===== src/rtl/load_store_unit.sv =====
// Load/store unit: single-request initiator for a word-addressed, byte-enabled data memory.
// Define LSU_MISALIGNED_SPLIT_EN to split word-spanning accesses into LO+HI beats (else they fault).
package lsu_pkg;
    // Stands in for memory.vh: datapath width and LS_TYPE_* codes {store, unsigned, size[1:0]}.
    localparam int XLEN         = 32;
    localparam int LS_SEL_WIDTH = 3;
    localparam logic [LS_SEL_WIDTH:0] LS_TYPE_LOAD_BYTE          = 4'h0;
    localparam logic [LS_SEL_WIDTH:0] LS_TYPE_LOAD_HALF          = 4'h1;
    localparam logic [LS_SEL_WIDTH:0] LS_TYPE_LOAD_WORD          = 4'h2;
    localparam logic [LS_SEL_WIDTH:0] LS_TYPE_LOAD_BYTE_UNSIGNED = 4'h4;
    localparam logic [LS_SEL_WIDTH:0] LS_TYPE_LOAD_HALF_UNSIGNED = 4'h5;
    localparam logic [LS_SEL_WIDTH:0] LS_TYPE_STORE_BYTE         = 4'h8;
    localparam logic [LS_SEL_WIDTH:0] LS_TYPE_STORE_HALF         = 4'h9;
    localparam logic [LS_SEL_WIDTH:0] LS_TYPE_STORE_WORD         = 4'hA;
endpackage

module load_store_unit
    import lsu_pkg::*;
(
    input  logic                    i_Clock,
    input  logic                    i_Reset,
    input  logic                    i_Req_Valid,
    output logic                    o_Req_Ready,
    input  logic [LS_SEL_WIDTH:0]   i_Load_Store_Type,
    input  logic [XLEN-1:0]         i_Addr,
    input  logic [XLEN-1:0]         i_Store_Data,
    output logic                    o_Resp_Valid,
    output logic [XLEN-1:0]         o_Load_Data,
    output logic                    o_Fault,
    output logic                    o_Mem_Valid,
    input  logic                    i_Mem_Ready,
    output logic                    o_Mem_Write,
    output logic [XLEN-1:0]         o_Mem_Addr,
    output logic [3:0]              o_Mem_Byte_Enable,
    output logic [XLEN-1:0]         o_Mem_Write_Data,
    input  logic                    i_Mem_Resp_Valid,
    input  logic [XLEN-1:0]         i_Mem_Read_Data
);

`ifdef LSU_MISALIGNED_SPLIT_EN
    typedef enum logic [2:0] {IDLE, REQ_LO, WAIT_LO, REQ_HI, WAIT_HI, RESP} state_t;
`else
    typedef enum logic [1:0] {IDLE, REQ_LO, WAIT_LO, RESP} state_t;
`endif

    state_t                 state;
    logic [LS_SEL_WIDTH:0]  type_r;
    logic [1:0]             off_r;
    logic                   req_ok;
    logic                   req_fault;
    logic [3:0]             lanes;
    logic [7:0]             req_mask;
    logic [XLEN-1:0]        lo_w;
    logic [XLEN-1:0]        hi_w;
    logic [XLEN-1:0]        sh;
    logic [XLEN-1:0]        load_result;
`ifdef LSU_MISALIGNED_SPLIT_EN
    logic                   hi_pend;
    logic [XLEN-1:0]        hi_addr;
    logic [3:0]             hi_be;
    logic [XLEN-1:0]        hi_wd;
    logic [XLEN-1:0]        lo_reg;
`endif

    always_comb begin
        case (i_Load_Store_Type)
            LS_TYPE_LOAD_BYTE, LS_TYPE_LOAD_HALF, LS_TYPE_LOAD_WORD,
            LS_TYPE_LOAD_BYTE_UNSIGNED, LS_TYPE_LOAD_HALF_UNSIGNED,
            LS_TYPE_STORE_BYTE, LS_TYPE_STORE_HALF, LS_TYPE_STORE_WORD: req_ok = 1'b1;
            default: req_ok = 1'b0;
        endcase
        case (i_Load_Store_Type[1:0])
            2'd0:    lanes = 4'b0001;
            2'd1:    lanes = 4'b0011;
            default: lanes = 4'b1111;
        endcase
        req_mask = {4'b0000, lanes} << i_Addr[1:0];
`ifdef LSU_MISALIGNED_SPLIT_EN
        req_fault = !req_ok;
`else
        req_fault = !req_ok || (|req_mask[7:4]);
`endif
    end

    // Final read word arrives on the bus; the LO word is already held when a HI beat was needed.
    always_comb begin
        lo_w = i_Mem_Read_Data;
        hi_w = '0;
`ifdef LSU_MISALIGNED_SPLIT_EN
        if (state == WAIT_HI) begin
            lo_w = lo_reg;
            hi_w = i_Mem_Read_Data;
        end
`endif
        sh = XLEN'({hi_w, lo_w} >> {off_r, 3'b000});
        case (type_r[1:0])
            2'd0:    load_result = type_r[2] ? {24'b0, sh[7:0]}  : {{24{sh[7]}}, sh[7:0]};
            2'd1:    load_result = type_r[2] ? {16'b0, sh[15:0]} : {{16{sh[15]}}, sh[15:0]};
            default: load_result = sh;
        endcase
        if (type_r[3])
            load_result = '0;
    end

    always_ff @(posedge i_Clock) begin
        if (i_Reset) begin
            state             <= IDLE;
            o_Req_Ready       <= 1'b1;
            o_Resp_Valid      <= 1'b0;
            o_Load_Data       <= '0;
            o_Fault           <= 1'b0;
            o_Mem_Valid       <= 1'b0;
            o_Mem_Write       <= 1'b0;
            o_Mem_Addr        <= '0;
            o_Mem_Byte_Enable <= '0;
            o_Mem_Write_Data  <= '0;
            type_r            <= '0;
            off_r             <= '0;
`ifdef LSU_MISALIGNED_SPLIT_EN
            hi_pend           <= 1'b0;
            hi_addr           <= '0;
            hi_be             <= '0;
            hi_wd             <= '0;
            lo_reg            <= '0;
`endif
        end else begin
            case (state)
                IDLE: if (i_Req_Valid) begin
                    o_Req_Ready <= 1'b0;
                    type_r      <= i_Load_Store_Type;
                    off_r       <= i_Addr[1:0];
                    if (req_fault) begin
                        state        <= RESP;
                        o_Resp_Valid <= 1'b1;
                        o_Fault      <= 1'b1;
                    end else begin
                        state             <= REQ_LO;
                        o_Mem_Valid       <= 1'b1;
                        o_Mem_Write       <= i_Load_Store_Type[3];
                        o_Mem_Addr        <= {i_Addr[XLEN-1:2], 2'b00};
                        o_Mem_Byte_Enable <= req_mask[3:0];
                        o_Mem_Write_Data  <= i_Load_Store_Type[3] ? i_Store_Data << {i_Addr[1:0], 3'b000} : '0;
`ifdef LSU_MISALIGNED_SPLIT_EN
                        hi_pend <= |req_mask[7:4];
                        hi_addr <= {i_Addr[XLEN-1:2], 2'b00} + XLEN'(4);
                        hi_be   <= req_mask[7:4];
                        hi_wd   <= i_Load_Store_Type[3] ? i_Store_Data >> (6'd32 - {1'b0, i_Addr[1:0], 3'b000}) : '0;
`endif
                    end
                end
                REQ_LO: if (i_Mem_Ready) begin
                    o_Mem_Valid <= 1'b0;
                    state       <= WAIT_LO;
                end
                WAIT_LO: if (i_Mem_Resp_Valid) begin
`ifdef LSU_MISALIGNED_SPLIT_EN
                    if (hi_pend) begin
                        lo_reg            <= i_Mem_Read_Data;
                        state             <= REQ_HI;
                        o_Mem_Valid       <= 1'b1;
                        o_Mem_Addr        <= hi_addr;
                        o_Mem_Byte_Enable <= hi_be;
                        o_Mem_Write_Data  <= hi_wd;
                    end else
`endif
                    begin
                        state        <= RESP;
                        o_Resp_Valid <= 1'b1;
                        o_Load_Data  <= load_result;
                    end
                end
`ifdef LSU_MISALIGNED_SPLIT_EN
                REQ_HI: if (i_Mem_Ready) begin
                    o_Mem_Valid <= 1'b0;
                    state       <= WAIT_HI;
                end
                WAIT_HI: if (i_Mem_Resp_Valid) begin
                    state        <= RESP;
                    o_Resp_Valid <= 1'b1;
                    o_Load_Data  <= load_result;
                end
`endif
                RESP: begin
                    state             <= IDLE;
                    o_Req_Ready       <= 1'b1;
                    o_Resp_Valid      <= 1'b0;
                    o_Load_Data       <= '0;
                    o_Fault           <= 1'b0;
                    o_Mem_Write       <= 1'b0;
                    o_Mem_Byte_Enable <= '0;
                    o_Mem_Write_Data  <= '0;
                end
                default: state <= IDLE;
            endcase
        end
    end

endmodule


===== config.mk =====
export PLATFORM = sky130hd
export DESIGN_NAME = load_store_unit
export DESIGN_NICKNAME = d
export VERILOG_FILES = /design/src/rtl/load_store_unit.sv
export SDC_FILE = /design/constraint.sdc
export NUM_CORES = 1
export LEC_CHECK = 0
export CELL_PAD_IN_SITES_DETAIL_PLACEMENT = 0
export CELL_PAD_IN_SITES_GLOBAL_PLACEMENT = 1
export CORE_AREA = 2 2 101 143
export CTS_BUF_LIST = sky130_fd_sc_hd__clkbuf_2 sky130_fd_sc_hd__clkbuf_4 sky130_fd_sc_hd__clkbuf_8
export DETAILED_ROUTE_END_ITERATION = 7
export DIE_AREA = 0 0 103 145
export DONT_BUFFER_PORTS = 1
export GPL_TIMING_DRIVEN = 0
export PLACE_DENSITY = 0.72
export SYNTH_ARGS = -nofsm -noshare
export SYNTH_HDL_FRONTEND = slang
export SYNTH_SLANG_ARGS = --single-unit

===== constraint.sdc =====
create_clock -name i_Clock -period 1.9 [get_ports i_Clock]
set_input_delay 0.285 -clock i_Clock [delete_from_list [all_inputs] [get_ports i_Clock]]
set_output_delay 0.285 -clock i_Clock [all_outputs]
set_load 0.01 [all_outputs]

-- Word-level counts from Yosys, hierarchy flattened
Memories as Yosys holds them, arrays and structs flattened.
Cells that the tools add are included.
- register bits: 111
- bits of input ports: 105
- word-level logic and storage cells: 79
- bits in latches: 0
- memories: 1
- memory bits (writable): 0
- ROM bits: 16
- order comparisons: 0
- shift operators: 3
- div/mod/pow operators: 0
- muxes and demuxes: 33
- multiply operators: 0
- bitwise operators: 1
- reductions and logical operators: 19
- equality and inequality tests: 10
- add/subtract/negate cells: 0
- memory list (name ; words ; width ; read ports ; clocked after memory_dff ; write ports ; RTL line ; source):
    (no name shown) ; 16 ; 1 ; 1 ; 0 ; 0 ; 66 ; case (i_Load_Store_Type)
- operator list (kind ; number):
    2-to-1 mux 32 bit ; 7
    case mux 32 bit (2 select lines) ; 3
    left shift 32 x 5 -> 32 bit ; 1
    right shift 32 x 5 -> 32 bit ; 1
    case mux 4 bit (2 select lines) ; 2
    AND reduction 3 bit ; 4
    inequality test 2 bit, second input constant ; 5
    2-to-1 mux 1 bit ; 9
    2-to-1 mux 2 bit ; 4
    2-to-1 mux 4 bit ; 2
    case mux 1 bit (2 select lines) ; 4
    case mux 2 bit (4 select lines) ; 1
    AND reduction 4 bit ; 2
    left shift 4 x 2 -> 8 bit ; 1
    == test 2 x 1 -> 1 bit, second input constant ; 3
    zero test 2 bit ; 3
    AND reduction 2 bit ; 3
    nonzero test 2 bit ; 3
    == test 2 bit, second input constant ; 2
    OR reduction 4 bit ; 1
    case mux 1 bit (3 select lines) ; 1
    nonzero test 3 bit ; 1
    zero test 1 bit ; 1
    logical OR 1 bit ; 1
    inverter 1 bit ; 1

-- Longest topological paths before layout
- depth after elaboration: 8
- gate-level depth with buffers: 9
- depth with buffers taken out: 6

-- Least setup slack after synthesis
Ideal clock, no wire load.
- path type: register to register
- start: register state[0]
- end: register o_Mem_Write_Data[4]
- arrival: 1.800 ns
- stages on the path, launching flop included: 9
- buffers on the path: 2
- library setup time: 0.116 ns
- path slack: -0.016 ns
- path through: dfxtp_1 -> inv_1 -> ha_1 -> buf_2 -> nand2_1 -> a2111o_1 -> buf_2 -> and4_1 -> a31o_2
- longest elaborated chain between the ends: 3
- elaborated cells between the ends (all ways): 7
- ends and longest elaborated chain (what ; RTL line ; source):
    start: declaration ; 46 ; state_t state;
    start signal: assignment ; 107 ; state <= IDLE;
    start signal: assignment ; 133 ; state <= RESP;
    start signal: assignment ; 137 ; state <= REQ_LO;
    zero test 2 bit / == test 2 bit (equally long branches) ; 127 ; case (state)
    inequality test 2 bit (no line) / nonzero test 2 bit (equally long branches) ; -- ;
    AND reduction 3 bit (no line) ; -- ;
    end signal: assignment ; 142 ; o_Mem_Write_Data <= i_Load_Store_Type[3] ? i_Store_Data << {i_Addr[1:0], 3'b000} : '0;
    end: declaration ; 35 ; output logic [XLEN-1:0] o_Mem_Write_Data,
Parallel ways exist; a longest one is shown, timed or not.
A chain may end at the register's enable or synchronous reset.

-- Worst setup path after layout
- start: register state[0]
- end: register o_Load_Data[30]
- longest elaborated chain between the ends: 3
- elaborated cells between the ends (all ways): 6
- ends and longest elaborated chain (what ; RTL line ; source):
    == test 2 bit ; 127 ;
    inequality test 2 bit (no line) / nonzero test 2 bit (equally long branches) ; -- ;
    AND reduction 2 bit (no line) ; -- ;
    end signal: assignment ; 169 ; o_Load_Data <= load_result;
    end: declaration ; 28 ; output logic [XLEN-1:0] o_Load_Data,
Parallel ways exist; a longest one is shown, timed or not.

==> flow_summary.json <==
{
  "p_leak_nw": 2.12,
  "crit_path_max_incr_delay_ps": 380,
  "worst_setup_path_end_kind": "flop",
  "hold_slack_ps": 27.4,
  "htree_levels": 3,
  "hold_path_class": "in2reg",
  "syn_area_um2": 5110,
  "multiInputGateArea_um2": 2750,
  "period_minus_slack_ps": 1810,
  "diodes": 0,
  "overflow": 0,
  "layout.cells.non_filler": 784,
  "peakVddDrop_mv": 0.409,
  "cp.arrival_ps": 2090,
  "post-route-period-util": 0.954,
  "ys_top_cells_by_count": "nand2_1, dfxtp_1, a21oi_1, o21ai_0, mux2i_1",
  "start_kind": "flop",
  "worstPathRequired_ps": 2170,
  "maxSlewViolCount": 0,
  "track_usage": 0.206,
  "port_buffers": 0,
  "ant_nets": 0,
  "synth_edf_count": 0,
  "final-hold-violation-count": 0,
  "finalWorstSetupSlack_ps": 86.6,
  "drv_cap": 0,
  "dp.cells": 751,
  "status": "finished clean",
  "rsz0062_at_grt": "no",
  "gp_routability_congestion": 0.834,
  "fill_cells": 1440,
  "max_freq_ghz": 0.551,
  "worstSetupPathType": "reg2reg",
  "ys_seq_area_frac": 0.435,
  "numCtsBuffers": 9,
  "coreArea_um2": 13700,
  "grt_max_degree": 20,
  "ff_latch_area_um2": 2230,
  "cts-root-buf": "clkbuf_8",
  "die_h_um": 145,
  "finalSetupViolCount": 0,
  "path_max_fanout": 10,
  "critPathSlowestCell": "dfxtp_2",
  "fp.dieW_um": 103,
  "drc": 0,
  "synth_top_area_frac": 0.435,
  "synthFlopType": "dfxtp_1",
  "async_flop_share": 0,
  "synth_cells": 565,
  "cts_tree": "yes",
  "relSlewSlack": 0.583,
  "ios": 210,
  "area_delta_synth_final_pct": 14.9,
  "wl_per_cell_um": 20.3,
  "finClkSkew_ps": 10.1,
  "synth.largest_area_cell": "dfxtp_1",
  "dr.pass1.iters": 7,
  "totalWireLength_um": 15900,
  "place_area_um2": 5350,
  "clk_path_buf_depth": 2,
  "nNetsFinal": 703,
  "dpl_worst_slack_ps": -444,
  "yosys-top-cells-area": "dfxtp_1, nand2_1, mux2i_1",
  "dp.final_hpwl_um": 12100,
  "die-area_um2": 14900,
  "drive_above_1_share": 0.197,
  "vias_per_cell": 5.54,
  "yosysMostFrequentCell": "nand2_1",
  "grt_first_pass_wirelength_um": 23700,
  "antenna_found_initial": 0,
  "cp_cell_sequence": "inv_4 > ha_2 > mux2i_4 > and2_2 > buf_2 > a221o_1",
  "syn_avg_cell_area_um2": 9.04,
  "tightest_slew_ps": 621,
  "clock_latency_ps": 380,
  "clkSlewWorstSetupHoldPaths_ps": 110,
  "ys_ff_latch": 111,
  "first_global_vias": 4469,
  "num_rows": 51,
  "dr_total_vias": 4347,
  "cts.sink_count": 111,
  "p_per_area_nw_per_um2": 1000,
  "final_core_util": 0.430,
  "yosys_warnings": 0,
  "drt_iter0_markers": 136,
  "start_util": 0.374,
  "synth_cell_type_count": 47,
  "finalInstanceArea_um2": 5870
}
==> placed cells by master, fill, tap and decap left out, types with 3 or more instances in the layout <==
cell | Yosys | layout
nand2_1 | 122 | 119
dfxtp_1 | 111 | 109
a21oi_1 | 47 | 47
o21ai_0 | 36 | 35
mux2i_1 | 34 | 33
buf_4 | 4 | 20
mux2_2 | 19 | 19
clkbuf_1 | 28 | 18
nor2_1 | 17 | 17
a22oi_1 | 16 | 16
a22o_1 | 16 | 16
clkbuf_8 | 0 | 10
buf_2 | 15 | 8
and4_1 | 8 | 8
a31o_2 | 8 | 8
mux4_2 | 8 | 8
a221o_1 | 8 | 8
o2bb2ai_1 | 7 | 7
inv_1 | 8 | 6
buf_6 | 0 | 5
nor2b_1 | 5 | 5
clkbuf_4 | 0 | 5
clkbuf_2 | 0 | 4
nand2b_1 | 3 | 3
==> where the power goes <==
part	internal (mW)	leakage [nW]	total (mW)	switching [mW]
registers	2.55	0.900	2.82	0.267
clock network	0.533	0.0952	1.40	0.863
logic	0.753	1.13	1.68	0.924
==> critical path: cells and delay by family, from the launching register on <==
kind                       cells  cell delay, ps
DFF                            1             380
AOI/OAI and AO/OA              1             350
and+or+nand+nor                1             280
buffers and inverters          2             250
adders and majority gates      1             230
muxes                          1             230
==> per-stage QoR <==
step / power, mW / TNS [ps]
after global placement: 4.18 / -22860
after CTS: 5.84 / -8.39
after floorplan: 3.86 / 0
after detailed placement: 4.22 / -28510
final: 5.89 / 0
after global routing: 6.25 / 0
==> repair_timing <==
item	in CTS	in global routing
setup endpoints to repair	99	88
setup buffers	12	7
gates cloned	1	0
pin swaps	5	3
endpoints found under the hold margin	1	0
resized for setup	37	23
hold buffers	1	0
==> kinds of logic after synthesis <==
group / after synthesis / synth area share
adder cells (fa/ha/maj): 4 / 0.00980
AND/OR/NAND/NOR: 172 / 0.150
buffers and inverters: 57 / 0.0485
AO/OA/AOI/OAI: 159 / 0.212
multiplexers: 61 / 0.144
flip-flops: 111 / 0.435
other: 1 / 0.000734
==> per-layer routing <==
layer  routed length, um  track usage
met3                1680       0.0727
met2                8400        0.369
met1                5440        0.216
met4                 367       0.0757
met5                   0            0
==> cell type report <==
class	instances	share of cell area
flip-flops and latches	111	0.379
multi-input cells	398	0.468
clock buffers	10	0.0234
well taps	185	0.0394
repair buffers	21	0.0318
inverters	8	0.00597
plain buffers	45	0.0439
clock inverters	6	0.00853
==> flip-flops by register name, indices dropped and copies added, names as in the netlist, 2 cells and up <==
register,cells
o_Mem_Addr,30
o_Load_Data,32
o_Mem_Write_Data,32
type_r,4
off_r,2
state,2
o_Mem_Byte_Enable,4
==> path summary, 6_finish.rpt <==
check	start	endpoint	slack [ps]	cells past startpoint
worst max-delay path	state[0]$_SDFFE_PP0P_	o_Load_Data[30]$_SDFFE_PP0P_	90	6
worst min-delay path	i_Addr[13]	o_Mem_Addr[13]$_SDFFE_PP0P_	30	2
worst max register to register	state[0]$_SDFFE_PP0P_	o_Load_Data[30]$_SDFFE_PP0P_	90	6
worst min register to register	type_r[3]$_SDFFE_PP0P_	type_r[3]$_SDFFE_PP0P_	470	2
No activity file was read; power rests on OpenSTA's default activity.
